## src/rtl/qsys_traffic_master.sv

```systemverilog
// Avalon-MM traffic master: writes NUM_TXN tagged words, reads them back with
// up to MAX_PENDING reads outstanding and counts every mismatching or spurious response.
module qsys_traffic_master #(
    parameter int     WIDTH       = 32,
    parameter int     ADDR_WIDTH  = 32,
    parameter int     ID          = 0,
    parameter int     DST_ID      = 1,
    parameter int     NUM_TXN     = 16,
    parameter int     MAX_PENDING = 4,
    parameter longint BASE_ADDR   = 0
) (
    input  logic                  clk,
    input  logic                  rst,
    output logic                  done,
    output logic                  error,
    output logic [15:0]           err_count,
    output logic [WIDTH-1:0]      writedata,
    output logic [ADDR_WIDTH-1:0] address,
    output logic                  write,
    output logic                  read,
    input  logic [WIDTH-1:0]      readdata,
    input  logic                  readdatavalid,
    input  logic                  waitrequest
);
    localparam int CW = WIDTH - 16;
    localparam int PW = $clog2(MAX_PENDING + 1);
    localparam logic [CW-1:0] LAST = CW'(NUM_TXN - 1);
    localparam logic [PW-1:0] PMAX = PW'(MAX_PENDING);

    localparam logic [2:0] S_IDLE   = 3'd0;
    localparam logic [2:0] S_WRITE  = 3'd1;
    localparam logic [2:0] S_READ   = 3'd2;
    localparam logic [2:0] S_DRAIN  = 3'd3;
    localparam logic [2:0] S_FINISH = 3'd4;

    logic [2:0]    state;
    logic [CW-1:0] wi;
    logic [CW-1:0] ri;
    logic [CW-1:0] ci;
    logic [PW-1:0] pending;
    logic          acc_wr;
    logic          acc_rd;
    logic          spurious;
    logic          matched_rsp;
    logic          mismatch;

    function automatic logic [WIDTH-1:0] pattern(input logic [CW-1:0] i);
        return {8'(ID), 8'(DST_ID), i};
    endfunction

    function automatic logic [ADDR_WIDTH-1:0] addr(input logic [CW-1:0] i);
        return ADDR_WIDTH'(BASE_ADDR) + ADDR_WIDTH'(i) * ADDR_WIDTH'(WIDTH / 8);
    endfunction

    function automatic logic [15:0] sat_inc(input logic [15:0] c);
        return (c == 16'hFFFF) ? c : c + 16'd1;
    endfunction

    // Bus outputs are decoded from registered state only, so a stall holds them
    // stable and readdatavalid never reaches read combinationally.
    always_comb begin
        write     = (state == S_WRITE);
        read      = (state == S_READ) && (pending < PMAX);
        done      = (state == S_FINISH);
        writedata = '0;
        address   = '0;
        if (state == S_WRITE) begin
            writedata = pattern(wi);
            address   = addr(wi);
        end else if (state == S_READ) begin
            address = addr(ri);
        end
    end

    assign acc_wr      = write && !waitrequest;
    assign acc_rd      = read && !waitrequest;
    assign spurious    = readdatavalid && (pending == '0) && !acc_rd;
    assign matched_rsp = readdatavalid && !spurious;
    assign mismatch    = matched_rsp && (readdata != pattern(ci));

    always_ff @(posedge clk) begin
        if (rst) begin
            state     <= S_IDLE;
            wi        <= '0;
            ri        <= '0;
            ci        <= '0;
            pending   <= '0;
            error     <= 1'b0;
            err_count <= '0;
        end else begin
            pending <= pending + PW'(acc_rd) - PW'(matched_rsp);
            if (matched_rsp) begin
                ci <= ci + CW'(1);
            end
            if (spurious || mismatch) begin
                error     <= 1'b1;
                err_count <= sat_inc(err_count);
            end
            case (state)
                S_IDLE: state <= S_WRITE;
                S_WRITE: begin
                    if (acc_wr) begin
                        wi <= wi + CW'(1);
                        if (wi == LAST) state <= S_READ;
                    end
                end
                S_READ: begin
                    if (acc_rd) begin
                        ri <= ri + CW'(1);
                        if (ri == LAST) state <= S_DRAIN;
                    end
                end
                S_DRAIN: begin
                    // A lost response parks the block here until reset.
                    if (pending == '0) state <= S_FINISH;
                end
                S_FINISH: state <= S_FINISH;
                default:  state <= S_IDLE;
            endcase
        end
    end
endmodule

```

## config.mk

```make
export PLATFORM = sky130hd
export DESIGN_NAME = qsys_traffic_master
export DESIGN_NICKNAME = d
export VERILOG_FILES = /design/src/rtl/qsys_traffic_master.sv
export SDC_FILE = /design/constraint.sdc
export NUM_CORES = 1
export LEC_CHECK = 0
export ABC_AREA = 1
export ABC_CLOCK_PERIOD_IN_PS = 2620
export CORE_UTILIZATION = 44
export CTS_CLUSTER_SIZE = 28
export DETAILED_ROUTE_END_ITERATION = 8
export PLACE_DENSITY = 0.77
export SLEW_MARGIN = 0
export SYNTH_ARGS = -nofsm -noshare
export SYNTH_HDL_FRONTEND = slang
export SYNTH_SLANG_ARGS = --single-unit
```

## constraint.sdc

```tcl
create_clock -name clk -period 2.62 [get_ports clk]
set_clock_uncertainty 0.15 [all_clocks]
set_input_delay 0.393 -clock clk [delete_from_list [all_inputs] [get_ports clk]]
set_output_delay 0.393 -clock clk [all_outputs]
set_load 0.1 [all_outputs]
```

After elaboration in Yosys (flattened, before gate mapping) --
Index checks and enable logic that the tools add are counted.
Storage, ports and cells: bits in latches 0, register bits after elaboration 71, input bits 36, memories 0, ROM bits 0, bits in writable memories 0
Cells by class: equality and inequality tests 13, reductions and logical operators 17, shift-type cells 0, $lt $le $gt $ge 1, mux-type cells 9, multiply operators 0, divide/modulo/power cells 0, add/sub/neg operators 6, bitwise operators 1
Operator list (number):
- $add A16 B1 Y16 const B | 4
- $mux W18 | 2
- $eq A16 B4 Y1 const B | 2
- $ne A32 B17 Y1 | 1
- $mux W17 | 1
- $eq A16 B16 Y1 const B | 1
- $mux W3 | 5
- $pmux W3 S5 | 1
- $logic_and A1 B1 Y1 | 7
- $eq A3 B2 Y1 const B | 2
- $logic_not A3 Y1 | 2
- $ne A2 B1 Y1 const B | 3
- $reduce_and A2 Y1 | 3
- $reduce_and A5 Y1 | 1
- $ne A2 B2 Y1 const B | 2
- $add A3 B1 Y3 | 1
- $eq A3 B1 Y1 const B | 1
- $eq A3 B3 Y1 const B | 1
- $logic_not A1 Y1 | 3
- $lt A3 B3 Y1 const B | 1
- $sub A3 B1 Y3 | 1
- $logic_or A1 B1 Y1 | 1
- $not A1 Y1 | 1

Logic depth before layout (Yosys ltp) --
depth in word-level cells 10, gate-level depth with buffers 15

Worst setup path before layout --
No wires, ideal clock.
path type reg2reg, start point register state[1], end point register state[2], period minus slack after synthesis 3.136 ns, slack -0.516 ns, stages on the path, launching flop included 5, library setup time 0.086 ns, data arrival time 2.901 ns, path buffers 1, required time 2.384 ns, path through dfxtp_1 buf_2 nor3_1 inv_1 a211oi_1
RTL lines:
- start: declaration | RTL line 36 | logic [2:0] state;
- start signal: assignment | RTL line 83 | state <= S_IDLE;
- start signal: assignment | RTL line 100 | S_IDLE: state <= S_WRITE;
- start signal: assignment | RTL line 104 | if (wi == LAST) state <= S_READ;
- $eq A3 B3 Y1
- net done | RTL line 14 | output logic done,
- $pmux W3 S5 | RTL line 99 | case (state)
The timed path passes the listed nets, and every way through them passes these cells. A chain may end at the register's enable or synchronous reset.

Worst setup path after layout --
start point register state[0], end point register pending[2]
Between the ends: cells in the longest elaborated chain, start to end 8
Ends and longest elaborated chain:
- $eq A3 B2 Y1 | RTL line 63 | read = (state == S_READ) && (pending < PMAX);
- $logic_and A1 B1 Y1 | RTL line 63
- $logic_and A1 B1 Y1 | RTL line 76 | assign acc_rd = read && !waitrequest;
- $logic_not A1 Y1 | RTL line 77 | assign spurious = readdatavalid && (pending == '0) && !acc_rd;
- $logic_and A1 B1 Y1 | RTL line 77
- $logic_not A1 Y1 | RTL line 78 | assign matched_rsp = readdatavalid && !spurious;
- $logic_and A1 B1 Y1 | RTL line 78
- net matched_rsp | RTL line 44 | logic matched_rsp;
- $sub A3 B1 Y3 | RTL line 91 | pending <= pending + PW'(acc_rd) - PW'(matched_rsp);
- end signal: assignment | RTL line 91
- end: declaration | RTL line 40 | logic [PW-1:0] pending;
The timed path passes the listed nets, and every way through them passes these cells.

==> flow_summary.toml <==
[logic_synthesis]
synth_area_leader_cell = "dfxtp_1"
ys_top_cells_by_area = "dfxtp_1, nand2_1, nor2_1"
syn_inst = 674
ys_seq_elements = 71
syn_avg_cell_area_sq_um = 6.55
synthesis.area_sq_um = 4410
synth_flop_cell = "dfxtp_1"
synth_warnings = 0
seq_area_frac_synth_pct = 32.2
synth_cell_types = 41
synth-edff-count = 0
async_flop_share_pct = 0
synth_top_area_share_pct = 32.2

[global_routing]
use_met1_pct = 24.1
busiest_layer = "met2"
grt_pass1_wl_microns = 17200
grt_use_met2_pct = 35.3
grtUsageMet3_pct = 7.52
antenna_found_initial = 0
grt_max_degree = 55
grt_pass1_vias = 4012
track_usage_pct = 20.8
overflow = 0

[setup_path]
cp_cell_sequence = "nor2_4 > nand2_4 > nor2_4 > nand2_4 > nand3_4 > nand2_4 > inv_4 > ha_4 > inv_2 > ha_4 > inv_2 > fa_2 > xor2_1 > o21ai_1 > a21oi_1"
endpoint_kind = "flip-flop"
cp.depth = 15
worstReg2RegStart = "state[0]$_SDFFE_PP0P_"
start_kind = "flip-flop"
critPathArrivalTime_ns = 2.47
crit_family = "adder cells"
cp-endpoint = "pending[2]$_SDFF_PP0_"
path_buf_inv = 3
reg2regPathDepth = 15
cp.required_ns = 2.69
crit_slowest_cell = "dfxtp_4"
regToRegSetupSlack_ns = 0.22
path_class = "reg -> reg"
cpMostUsedCell = "nand2_4"
cpPeakStageDelay_ns = 0.38
crit_path_start = "state[0]$_SDFFE_PP0P_"
worstReg2RegEnd = "pending[2]$_SDFF_PP0_"
crit_fanout = 5

[power]
p_leak_nw = 2.40
powerDensity_nw_per_um2 = 552
peakVddDrop_mv = 0.413

[floorplanning]
die_h_microns = 102
io_pins = 120
die_width_microns = 102
rows = 36
coreArea_sq_um = 9730
start_util_pct = 45.4
die_area_sq_um = 10400

[min_path]
hold_path_class = "reg -> reg"

[sta]
relSlewSlack_pct = 66.7
timing.final.ws_setup_ns = 0.222
final_hold_viol_count = 0
drv_slew = 0
tightest_slew_ns = 0.494
fin_crit_ns = 2.40
rsz0062_at_grt = "no"
setup_viol = 0
whs_ns = 0.337
fin_crit_sh_pct = 91.5
max_freq_mhz = 417

[detailed_routing]
finalWirelength_microns = 10400
first_pass_iters = 5
vias_per_cell = 4.87
routedWlPerCell_microns = 11.5
num_vias = 4401
antenna_left = 0
drc = 0
drt_iter0_markers = 181

[finish]
nets = 809
fillers = 912
fin_cells = 903
fin_area_sq_um = 5880
syn_to_final_growth_pct = 33.3
antenna_cells = 0
drive_gt1_share_pct = 16.8

[clock_tree]
clock_sinks = 71
cts_buffer_depth = 2
hold_buffers = 0
clk_latency_ns = 0.35
cts_inserted_buffers = 9
htreeDepth = 3
cts_resized = 0
cts_tree = "built"
path_clk_slew_ns = 0.07
cts_root_buf = "clkbuf_8"
postCtsSetupRepairBufs = 0

[flow_run]
cap_violations = 0

[placement]
dp.final_hpwl_microns = 7780
placed_area_sq_um = 5730
numPortBuffers = 88
dp_slack_ns = 0.0243
gp_congestion = 0.859
place_inst = 888

[status]
status = "finished, final reports clean"
## synthesized netlist by cell type, types with 2 or more instances
master,n
nor2_1,98
nor3_2,2
inv_1,97
nor4_1,5
nand3_1,38
buf_4,32
nand3b_1,3
ha_1,6
a211oi_1,5
nor3_1,23
xnor2_1,4
clkbuf_1,10
a21oi_1,49
nand2_4,3
nand2_1,127
nand4_1,12
dfxtp_1,71
o21ai_0,28
inv_2,3
nand3_4,2
nor2_4,7
o22ai_1,14
xor2_1,4
nand2_2,5
buf_2,6
nor2_2,3
a31o_2,2
nor3_4,2
## stage by stage
stage / util (%) / setup TNS (ns) / power (mW)
6_report: 60.4 / 0 / 3.25
2_1_floorplan: - / -6.89 / 2.27
4_1_cts: 60.4 / 0 / 3.28
3_3_place_gp: 58.9 / 0 / 2.52
3_5_place_dp: 58.9 / 0 / 2.56
5_1_grt: 60.4 / 0 / 3.43
## where the power goes
group / internal [mW] / leakage (nW) / switching (mW) / total (mW)
combinational: 0.377 / 1.75 / 0.909 / 1.29
clock: 0.337 / 0.0773 / 0.379 / 0.716
sequential: 1.15 / 0.576 / 0.0959 / 1.25
## per-layer routing
layer	part of all wire, %	up-vias	wire length (microns)
met5	0	-	0
met4	0.92	0	95
met3	7.1	8	739
met2	48	123	4940
met1	44	1977	4580
li1	-	2293	-
## registers in the layout (all words and copies together) (netlist names)
signal,count
state,3
pending,3
ci,16
wi,16
ri,16
err_count,16
error,1
## kinds of logic (layout without fill, tap and decap cells)
family,count (synthesis),after routing,share of synthesized area (%)
buffers and inverters,151,217,15.9
XOR/XNOR,8,8,1.59
AO/OA/AOI/OAI,103,103,12.8
other,1,31,0.0850
flip-flops,71,71,32.2
adder cells (fa/ha/maj),7,7,2.15
AND/OR/NAND/NOR,333,333,35.2
## worst min-delay path by stage
stage                         from                   to  slack [ns]  depth (start not counted)
3_5_place_dp    error$_SDFFE_PP0P_   error$_SDFFE_PP0P_        0.32                          2
2_1_floorplan  wi[11]$_SDFFE_PP0P_  wi[11]$_SDFFE_PP0P_        0.30                          1
3_3_place_gp    error$_SDFFE_PP0P_   error$_SDFFE_PP0P_        0.32                          2
5_1_grt         ri[1]$_SDFFE_PP0P_   ri[1]$_SDFFE_PP0P_        0.39                          2
6_report        error$_SDFFE_PP0P_   error$_SDFFE_PP0P_        0.34                          2
4_1_cts         error$_SDFFE_PP0P_   error$_SDFFE_PP0P_        0.34                          2
## layout by cell type, fill, tap and decap left out, types with 3 or more instances in the layout
master,n
nor2_2,13
nand3_1,38
nor2_4,7
nand2_1,127
nor2_1,88
nand2_4,3
ha_1,4
o22ai_1,12
nand3b_1,3
nor3_2,3
buf_4,31
clkbuf_1,4
buf_12,35
a211oi_1,5
clkdlybuf4s50_1,35
xnor2_1,4
o21ai_0,27
clkbuf_8,9
xor2_1,4
inv_1,95
nor3_1,22
inv_2,4
a21oi_1,49
dfxtp_1,68
nor4_1,5
conb_1,31
nand4_1,12
nand2_2,5
## cell type report
cell class / instances / area (sq um) / area share, %
Multi-Input combinational cell: 482 / 2470 / 42.0
Sequential cell: 71 / 1430 / 24.3
Timing Repair Buffer: 101 / 1280 / 21.8
Inverter: 101 / 382 / 6.49
Tap cell: 133 / 166 / 2.83
Clock buffer: 13 / 139 / 2.36
Clock inverter: 2 / 10.0 / 0.170
## tightest hold or removal path, stage by stage, from the launching register on
cell	delay [ns]
dfxtp_1	0.33
o21ai_0	0.08
inv_1	0.05
Power figures use the tool's default switching activity.
